**config.mk**
```make
export PLATFORM = sky130hd
export DESIGN_NAME = pong_score_keeper
export DESIGN_NICKNAME = d
export VERILOG_FILES = /design/src/rtl/pong_pkg.sv /design/src/rtl/btn_sync_fall.sv /design/src/rtl/pong_score_keeper.sv
export SDC_FILE = /design/constraint.sdc
export NUM_CORES = 1
export LEC_CHECK = 0
export BUFFER_PORTS_ARGS = -buffer_cell sky130_fd_sc_hd__buf_4
export CELL_PAD_IN_SITES_DETAIL_PLACEMENT = 2
export CELL_PAD_IN_SITES_GLOBAL_PLACEMENT = 2
export CORE_AREA = 2 2 70 72
export DETAILED_ROUTE_END_ITERATION = 10
export DIE_AREA = 0 0 72 74
export GPL_TIMING_DRIVEN = 0
export PLACE_DENSITY_LB_ADDON = 0.1
export SLEW_MARGIN = 20
export SYNTH_ARGS = -nofsm -noshare
export SYNTH_HDL_FRONTEND = slang
export SYNTH_HIERARCHICAL = 1
export SYNTH_SLANG_ARGS = --single-unit
```
**constraint.sdc**
```tcl
create_clock -name pixel_clk -period 2.2 [get_ports pixel_clk]
set_clock_uncertainty 0.15 [all_clocks]
set_input_delay 0.11 -clock pixel_clk [delete_from_list [all_inputs] [get_ports pixel_clk]]
set_output_delay 0.11 -clock pixel_clk [all_outputs]
set_load 0.01 [all_outputs]
```
**src/rtl/pong_pkg.sv**
```systemverilog
// Shared types for the pong score keeper: FSM states, winner codes, score width
// and the saturating score increment.
package pong_pkg;

   localparam int SCORE_W = 4;

   typedef logic [SCORE_W-1:0] score_t;

   typedef enum logic [2:0] {
      ST_IDLE,
      ST_SERVE,
      ST_PLAY,
      ST_POINT,
      ST_OVER
   } state_t;

   localparam logic [1:0] WIN_NONE = 2'b00;
   localparam logic [1:0] WIN_P1   = 2'b01;
   localparam logic [1:0] WIN_P2   = 2'b10;

   // A score never passes the winning value, even if an award slips through.
   function automatic score_t sat_inc(input score_t s, input score_t lim);
      return (s < lim) ? score_t'(s + score_t'(1)) : s;
   endfunction

endpackage

```
**src/rtl/btn_sync_fall.sv**
```systemverilog
// Two-flop synchronizer for an asynchronous active-low button, followed by a
// falling-edge detector producing a single-cycle strobe.
module btn_sync_fall (
   input  logic pixel_clk,
   input  logic reset_n,
   input  logic in_n,
   output logic fall
);

   logic sync1_reg;
   logic sync2_reg;
   logic prev_reg;

   // All stages reset to the released level so no edge appears after reset.
   always_ff @(posedge pixel_clk or negedge reset_n) begin
      if (!reset_n) begin
         sync1_reg <= 1'b1;
         sync2_reg <= 1'b1;
         prev_reg  <= 1'b1;
      end else begin
         sync1_reg <= in_n;
         sync2_reg <= sync1_reg;
         prev_reg  <= sync2_reg;
      end
   end

   assign fall = prev_reg & ~sync2_reg;

endmodule

```
**src/rtl/pong_score_keeper.sv**
```systemverilog
// Pong score keeper: serve countdown, wall-hit scoring, game-over detection.
// Every output is a flop; ball_hold/point_pulse/game_over follow the next state.
module pong_score_keeper
   import pong_pkg::*;
#(
   parameter int WIN_SCORE   = 9,
   parameter int SERVE_TICKS = 40
) (
   input  logic         pixel_clk,
   input  logic         reset_n,
   input  logic         tick_en,
   input  logic         serve_n,
   input  logic [3:0]   ball_edge,
   output logic [3:0]   score_one,
   output logic [3:0]   score_two,
   output logic         ball_hold,
   output logic         serve_dir,
   output logic         point_pulse,
   output logic         game_over,
   output logic [1:0]   winner
);

   localparam score_t     WIN_VAL   = score_t'(WIN_SCORE);
   localparam logic [7:0] TICKS_VAL = 8'(SERVE_TICKS);

   logic       serve_evt;
   state_t     state_reg, state_next;
   logic [7:0] cnt_reg, cnt_next;
   score_t     score_one_reg, score_one_next;
   score_t     score_two_reg, score_two_next;
   logic       p1_scored_reg, p1_scored_next;
   logic       serve_dir_reg, serve_dir_next;
   logic [1:0] winner_reg, winner_next;
   logic       point_pulse_reg;
   logic       game_over_reg;
   logic       ball_hold_reg;
   logic       hit_left;
   logic       hit_right;
   logic       unused_edges;

   btn_sync_fall u_sync (
      .pixel_clk (pixel_clk),
      .reset_n   (reset_n),
      .in_n      (serve_n),
      .fall      (serve_evt)
   );

   // Flags are active-low; both walls low at once is a glitch and ignored.
   assign hit_left     = ~ball_edge[3] &  ball_edge[1];
   assign hit_right    =  ball_edge[3] & ~ball_edge[1];
   assign unused_edges = ball_edge[2] ^ ball_edge[0];

   always_comb begin
      state_next     = state_reg;
      cnt_next       = cnt_reg;
      score_one_next = score_one_reg;
      score_two_next = score_two_reg;
      p1_scored_next = p1_scored_reg;
      serve_dir_next = serve_dir_reg;
      winner_next    = winner_reg;
      case (state_reg)
         ST_IDLE: begin
            if (serve_evt) begin
               state_next = ST_SERVE;
               cnt_next   = TICKS_VAL;
            end
         end
         ST_SERVE: begin
            if (tick_en) begin
               if (cnt_reg <= 8'd1) begin
                  state_next = ST_PLAY;
                  cnt_next   = 8'd0;
               end else begin
                  cnt_next = cnt_reg - 8'd1;
               end
            end
         end
         ST_PLAY: begin
            if (tick_en && hit_right) begin
               state_next     = ST_POINT;
               p1_scored_next = 1'b1;
               score_one_next = sat_inc(score_one_reg, WIN_VAL);
               serve_dir_next = 1'b1;
            end else if (tick_en && hit_left) begin
               state_next     = ST_POINT;
               p1_scored_next = 1'b0;
               score_two_next = sat_inc(score_two_reg, WIN_VAL);
               serve_dir_next = 1'b0;
            end
         end
         ST_POINT: begin
            // The score was already bumped on entry, so compare it directly.
            if ((p1_scored_reg ? score_one_reg : score_two_reg) == WIN_VAL) begin
               state_next  = ST_OVER;
               winner_next = p1_scored_reg ? WIN_P1 : WIN_P2;
            end else begin
               state_next = ST_SERVE;
               cnt_next   = TICKS_VAL;
            end
         end
         ST_OVER: begin
            if (serve_evt) begin
               state_next     = ST_SERVE;
               cnt_next       = TICKS_VAL;
               score_one_next = '0;
               score_two_next = '0;
               winner_next    = WIN_NONE;
            end
         end
         default: begin
            state_next = ST_IDLE;
         end
      endcase
   end

   always_ff @(posedge pixel_clk or negedge reset_n) begin
      if (!reset_n) begin
         state_reg       <= ST_IDLE;
         cnt_reg         <= 8'd0;
         score_one_reg   <= '0;
         score_two_reg   <= '0;
         p1_scored_reg   <= 1'b0;
         serve_dir_reg   <= 1'b1;
         winner_reg      <= WIN_NONE;
         point_pulse_reg <= 1'b0;
         game_over_reg   <= 1'b0;
         ball_hold_reg   <= 1'b1;
      end else begin
         state_reg       <= state_next;
         cnt_reg         <= cnt_next;
         score_one_reg   <= score_one_next;
         score_two_reg   <= score_two_next;
         p1_scored_reg   <= p1_scored_next;
         serve_dir_reg   <= serve_dir_next;
         winner_reg      <= winner_next;
         point_pulse_reg <= (state_next == ST_POINT);
         game_over_reg   <= (state_next == ST_OVER);
         ball_hold_reg   <= (state_next != ST_PLAY);
      end
   end

   assign score_one   = score_one_reg;
   assign score_two   = score_two_reg;
   assign ball_hold   = ball_hold_reg;
   assign serve_dir   = serve_dir_reg;
   assign point_pulse = point_pulse_reg;
   assign game_over   = game_over_reg;
   assign winner      = winner_reg;

endmodule

```
==> results.sh <==
export IMPL_largest_register_ffs=8
export IMPL_failing_checks="hold timing"
export IMPL_ys_seq_area_share_pct=46.61
export IMPL_fp_row_count=25
export IMPL_clk_insertion_delay_late_ns=0.28
export IMPL_max_clock_path_buffers=2
export IMPL_final_net_count=193
export IMPL_max_freq_mhz=496.3
export IMPL_setup_violations=0
export IMPL_cellLeakagePower_nw=0.8461
export IMPL_fin_setup_tns_ns=0
export IMPL_grt_max_degree=30
export IMPL_finish_utilization_pct=41.42
export IMPL_dpl_wire_length_um=3052
export IMPL_cts_root_buf="sky130_fd_sc_hd__clkbuf_8"
export IMPL_cts_resized=0
export IMPL_vdd_ir_drop_max_v=0.0005306
export IMPL_yosys_top_cells_count="sky130_fd_sc_hd__dfrtp_1 (24), sky130_fd_sc_hd__inv_1 (13), sky130_fd_sc_hd__nand2_1 (11), sky130_fd_sc_hd__a21oi_1 (9), sky130_fd_sc_hd__o21ai_0 (7)"
export IMPL_reported_net_switching_power_uw=600.6
export IMPL_cell_count_along_the_critical_path=4
export IMPL_post_synth_main_area_contributors="sky130_fd_sc_hd__dfrtp_1 (38%), sky130_fd_sc_hd__dfstp_2 (8.4%), sky130_fd_sc_hd__ha_1 (4.8%), sky130_fd_sc_hd__inv_1 (3.1%), sky130_fd_sc_hd__a21oi_1 (2.9%)"
export IMPL_synth_edf_count=0
export IMPL_place_detailed_instances=223
export IMPL_maxcap_violations=0
export IMPL_share_seq_of_total_power_pct=43.7
export IMPL_worstSetupStartpoint="p1_scored_reg$_DFFE_PN0P_"
export IMPL_crit_family="simple AND/OR/NAND/NOR gates"
export IMPL_yosysTopAreaCellShare_pct=38.25
export IMPL_worst_slew_margin_rel_pct=56.42
export IMPL_avgRoutedWirePerCell_um=17.51
export IMPL_cts_setup_buffers=0
export IMPL_hp_class="primary input to flip-flop"
export IMPL_clock_sinks=29
export IMPL_grt_pass1_vias=1434
export IMPL_critPathCapture="winner[0]$_DFFE_PN0P_"
export IMPL_slowest_delay_ns=0.53
export IMPL_numCtsBuffers=5
export IMPL_drive_gt1_share_pct=27.22
export IMPL_avgSynthCellArea_um2=10.40
export IMPL_grt_first_pass_wirelength_um=7010
export IMPL_power_switching_share_pct=34.90
export IMPL_area_growth_syn_to_layout_pct=21.28
export IMPL_p_int_mw=1.120
export IMPL_synth_net_count=165
export IMPL_cts_hold_buffers=3
export IMPL_cp_slowest_cell="sky130_fd_sc_hd__or4b_1"
export IMPL_drt_pre_antenna_iters=4
export IMPL_power_total_mw=1.721
export IMPL_worst_setup_path_start_kind="flip-flop"
export IMPL_p_clk_share_pct=28.4
export IMPL_timing_rr_end="winner[0]$_DFFE_PN0P_"
export IMPL_worst_ep_required_time_ns=2.25
export IMPL_finalNonFillerCells=234
export IMPL_die_area_um2=5328
export IMPL_port_buffers=18
export IMPL_crit_path_end_kind="flip-flop"
export IMPL_route_antenna_remaining_nets=0
export IMPL_die_width_um=72
export IMPL_synth_cells=151
export IMPL_worst_pin_slew_ns=0.6520
export IMPL_final_hold_viol_count=1
export IMPL_gr_usage_all_layers_pct=17.31
export IMPL_first_iter_violations=58
export IMPL_critical_path_peak_fanout=6
export IMPL_antennaDiodeCount=0
export IMPL_initial_core_utilization_pct=34.15
export IMPL_library_cell_with_the_highest_instance_count_after_synthesis="sky130_fd_sc_hd__dfrtp_1"
export IMPL_post_synth_top_area_cell="sky130_fd_sc_hd__dfrtp_1"
export IMPL_timing_final_crit_period_ns=2.015
export IMPL_power_combinational_fraction_pct=28.0
export IMPL_regToRegSetupSlack_ns=0.19
export IMPL_async_reset_ff_share_pct=100.0
export IMPL_cell_area_synth_um2=1570
export IMPL_yosys_warnings=6
export IMPL_tritoncts="done"
export IMPL_setup_repair_after_global_routing_missed_its_margin="no"
export IMPL_die_height_um=74
export IMPL_grt_ovfl_total=0
export IMPL_synth_ff_latch_count=29
export IMPL_post_route_drc_count=0
export IMPL_i_o_pin_count=22
export IMPL_layout_worst_path_cycle_share_pct=91.58
export IMPL_worst_hold_slack_ns=-0.001570
export IMPL_ys_types=52
export IMPL_timing_worst_setup_path_type="flip-flop to flip-flop"
export IMPL_vias=1265
export IMPL_timing_critical_path_cells="or4b_1 > o22ai_1 > and3_1 > mux2i_1"
export IMPL_critPathArrivalTime_ns=2.07
export IMPL_core_area_um2=4598
export IMPL_run_status="finished with violations"
export IMPL_antenna_violations_before_repair=0
export IMPL_worst_path_buf_inv=0
export IMPL_gpl_final_weighted_congestion=0.7651
export IMPL_regToRegStartpoint="p1_scored_reg$_DFFE_PN0P_"
export IMPL_cts_reportedPaths_clkPinSlew_ns=0.07
export IMPL_reg2regPathDepth=4
export IMPL_via_per_inst=5.406
export IMPL_postSynth_topFlopCell="sky130_fd_sc_hd__dfrtp_1"
export IMPL_finalWirelength_um=4097
export IMPL_final_max_slew_violation_count=0
export IMPL_power_density_cell_area_nw_per_um2=903.8
export IMPL_cts_htree_levels=2
[worst reg2reg max path: stages, from the launching register on]
cell and delay (ns):
sky130_fd_sc_hd__dfrtp_1 0.46, sky130_fd_sc_hd__or4b_1 0.53, sky130_fd_sc_hd__o22ai_1 0.27, sky130_fd_sc_hd__and3_1 0.32
sky130_fd_sc_hd__mux2i_1 0.22
[kinds of logic after synthesis]
group / synth area share [%]
AOI/OAI and AO/OA: 18.80
xor gates and xnor gates: 0.5579
adders and majority gates: 4.781
buffers and inverters: 4.622
DFF: 46.61
muxes: 1.992
and+or+nand+nor: 22.63
[cells in the final DEF, fill, tap and decap left out, drive strengths merged, types with 3 or more instances in the layout]
cell	Yosys	final
o21ai	7	7
ha	6	6
buf	3	21
a21oi	9	9
clkbuf	0	7
nor2b	3	3
nand2b	4	4
or3	3	3
nand2	11	11
nor3	5	5
nand3	5	5
dfrtp	24	24
dlygate4sd3	0	3
or2	3	3
inv	13	13
o21bai	3	3
a211oi	3	3
dfstp	5	5
nor2	6	6
[how the worst min path moves through the flow]
stage | startpoint | end | slack [ns] | depth (start not counted)
after CTS | ball_edge[3] | serve_dir$_DFFE_PN1P_ | 0.0009 | 3
after global routing | ball_edge[3] | serve_dir$_DFFE_PN1P_ | 0.05 | 3
after floorplan | reset_n | cnt_reg[0]$_DFFE_PN0P_ | -0.34 | 0
final | ball_edge[3] | serve_dir$_DFFE_PN1P_ | -0.002 | 3
after detailed placement | reset_n | cnt_reg[5]$_DFFE_PN0P_ | -0.08 | 1
after global placement | reset_n | cnt_reg[3]$_DFFE_PN0P_ | -0.09 | 1
[layer usage]
layer  GRT usage, %  vias up  part of all wire, %
met5              0        -                    0
met4          5.660        0                 0.88
met3          4.065        4                  2.7
met2          30.35       17                   51
met1          21.17      637                   46
li1               -      607                    -
[area by class of cell]
class	instances	area (um2)
buffer	3	23.77
sequential	29	732.0
timing repair buffer	21	165.2
clock buffer	7	96.34
multi-input combinational	106	765.7
tap	54	67.56
clock inverter	1	5.005
inverter	13	48.80
fill	502	2694
[through the flow]
stage	hold slack [ns]	setup slack, ns	cell area, um2
2_1_floorplan	-0.3356	0.3905	1570
3_3_place_gp	-0.09033	0.2477	1773
5_1_grt	0.05193	0.05666	1904
6_report	-0.001570	0.1853	1904
3_5_place_dp	-0.08327	0.1808	1773
4_1_cts	0.0009333	0.1730	1904
[power by group through the flow]
stage          Clock (mW)  Combinational (mW)  Sequential, mW
2_1_floorplan           0               0.338           0.733
3_3_place_gp            0               0.440           0.750
3_5_place_dp            0               0.487           0.760
4_1_cts             0.505               0.495           0.755
5_1_grt             0.533               0.547           0.772
6_report            0.488               0.481           0.752
(Power assumes the default switching activity.)
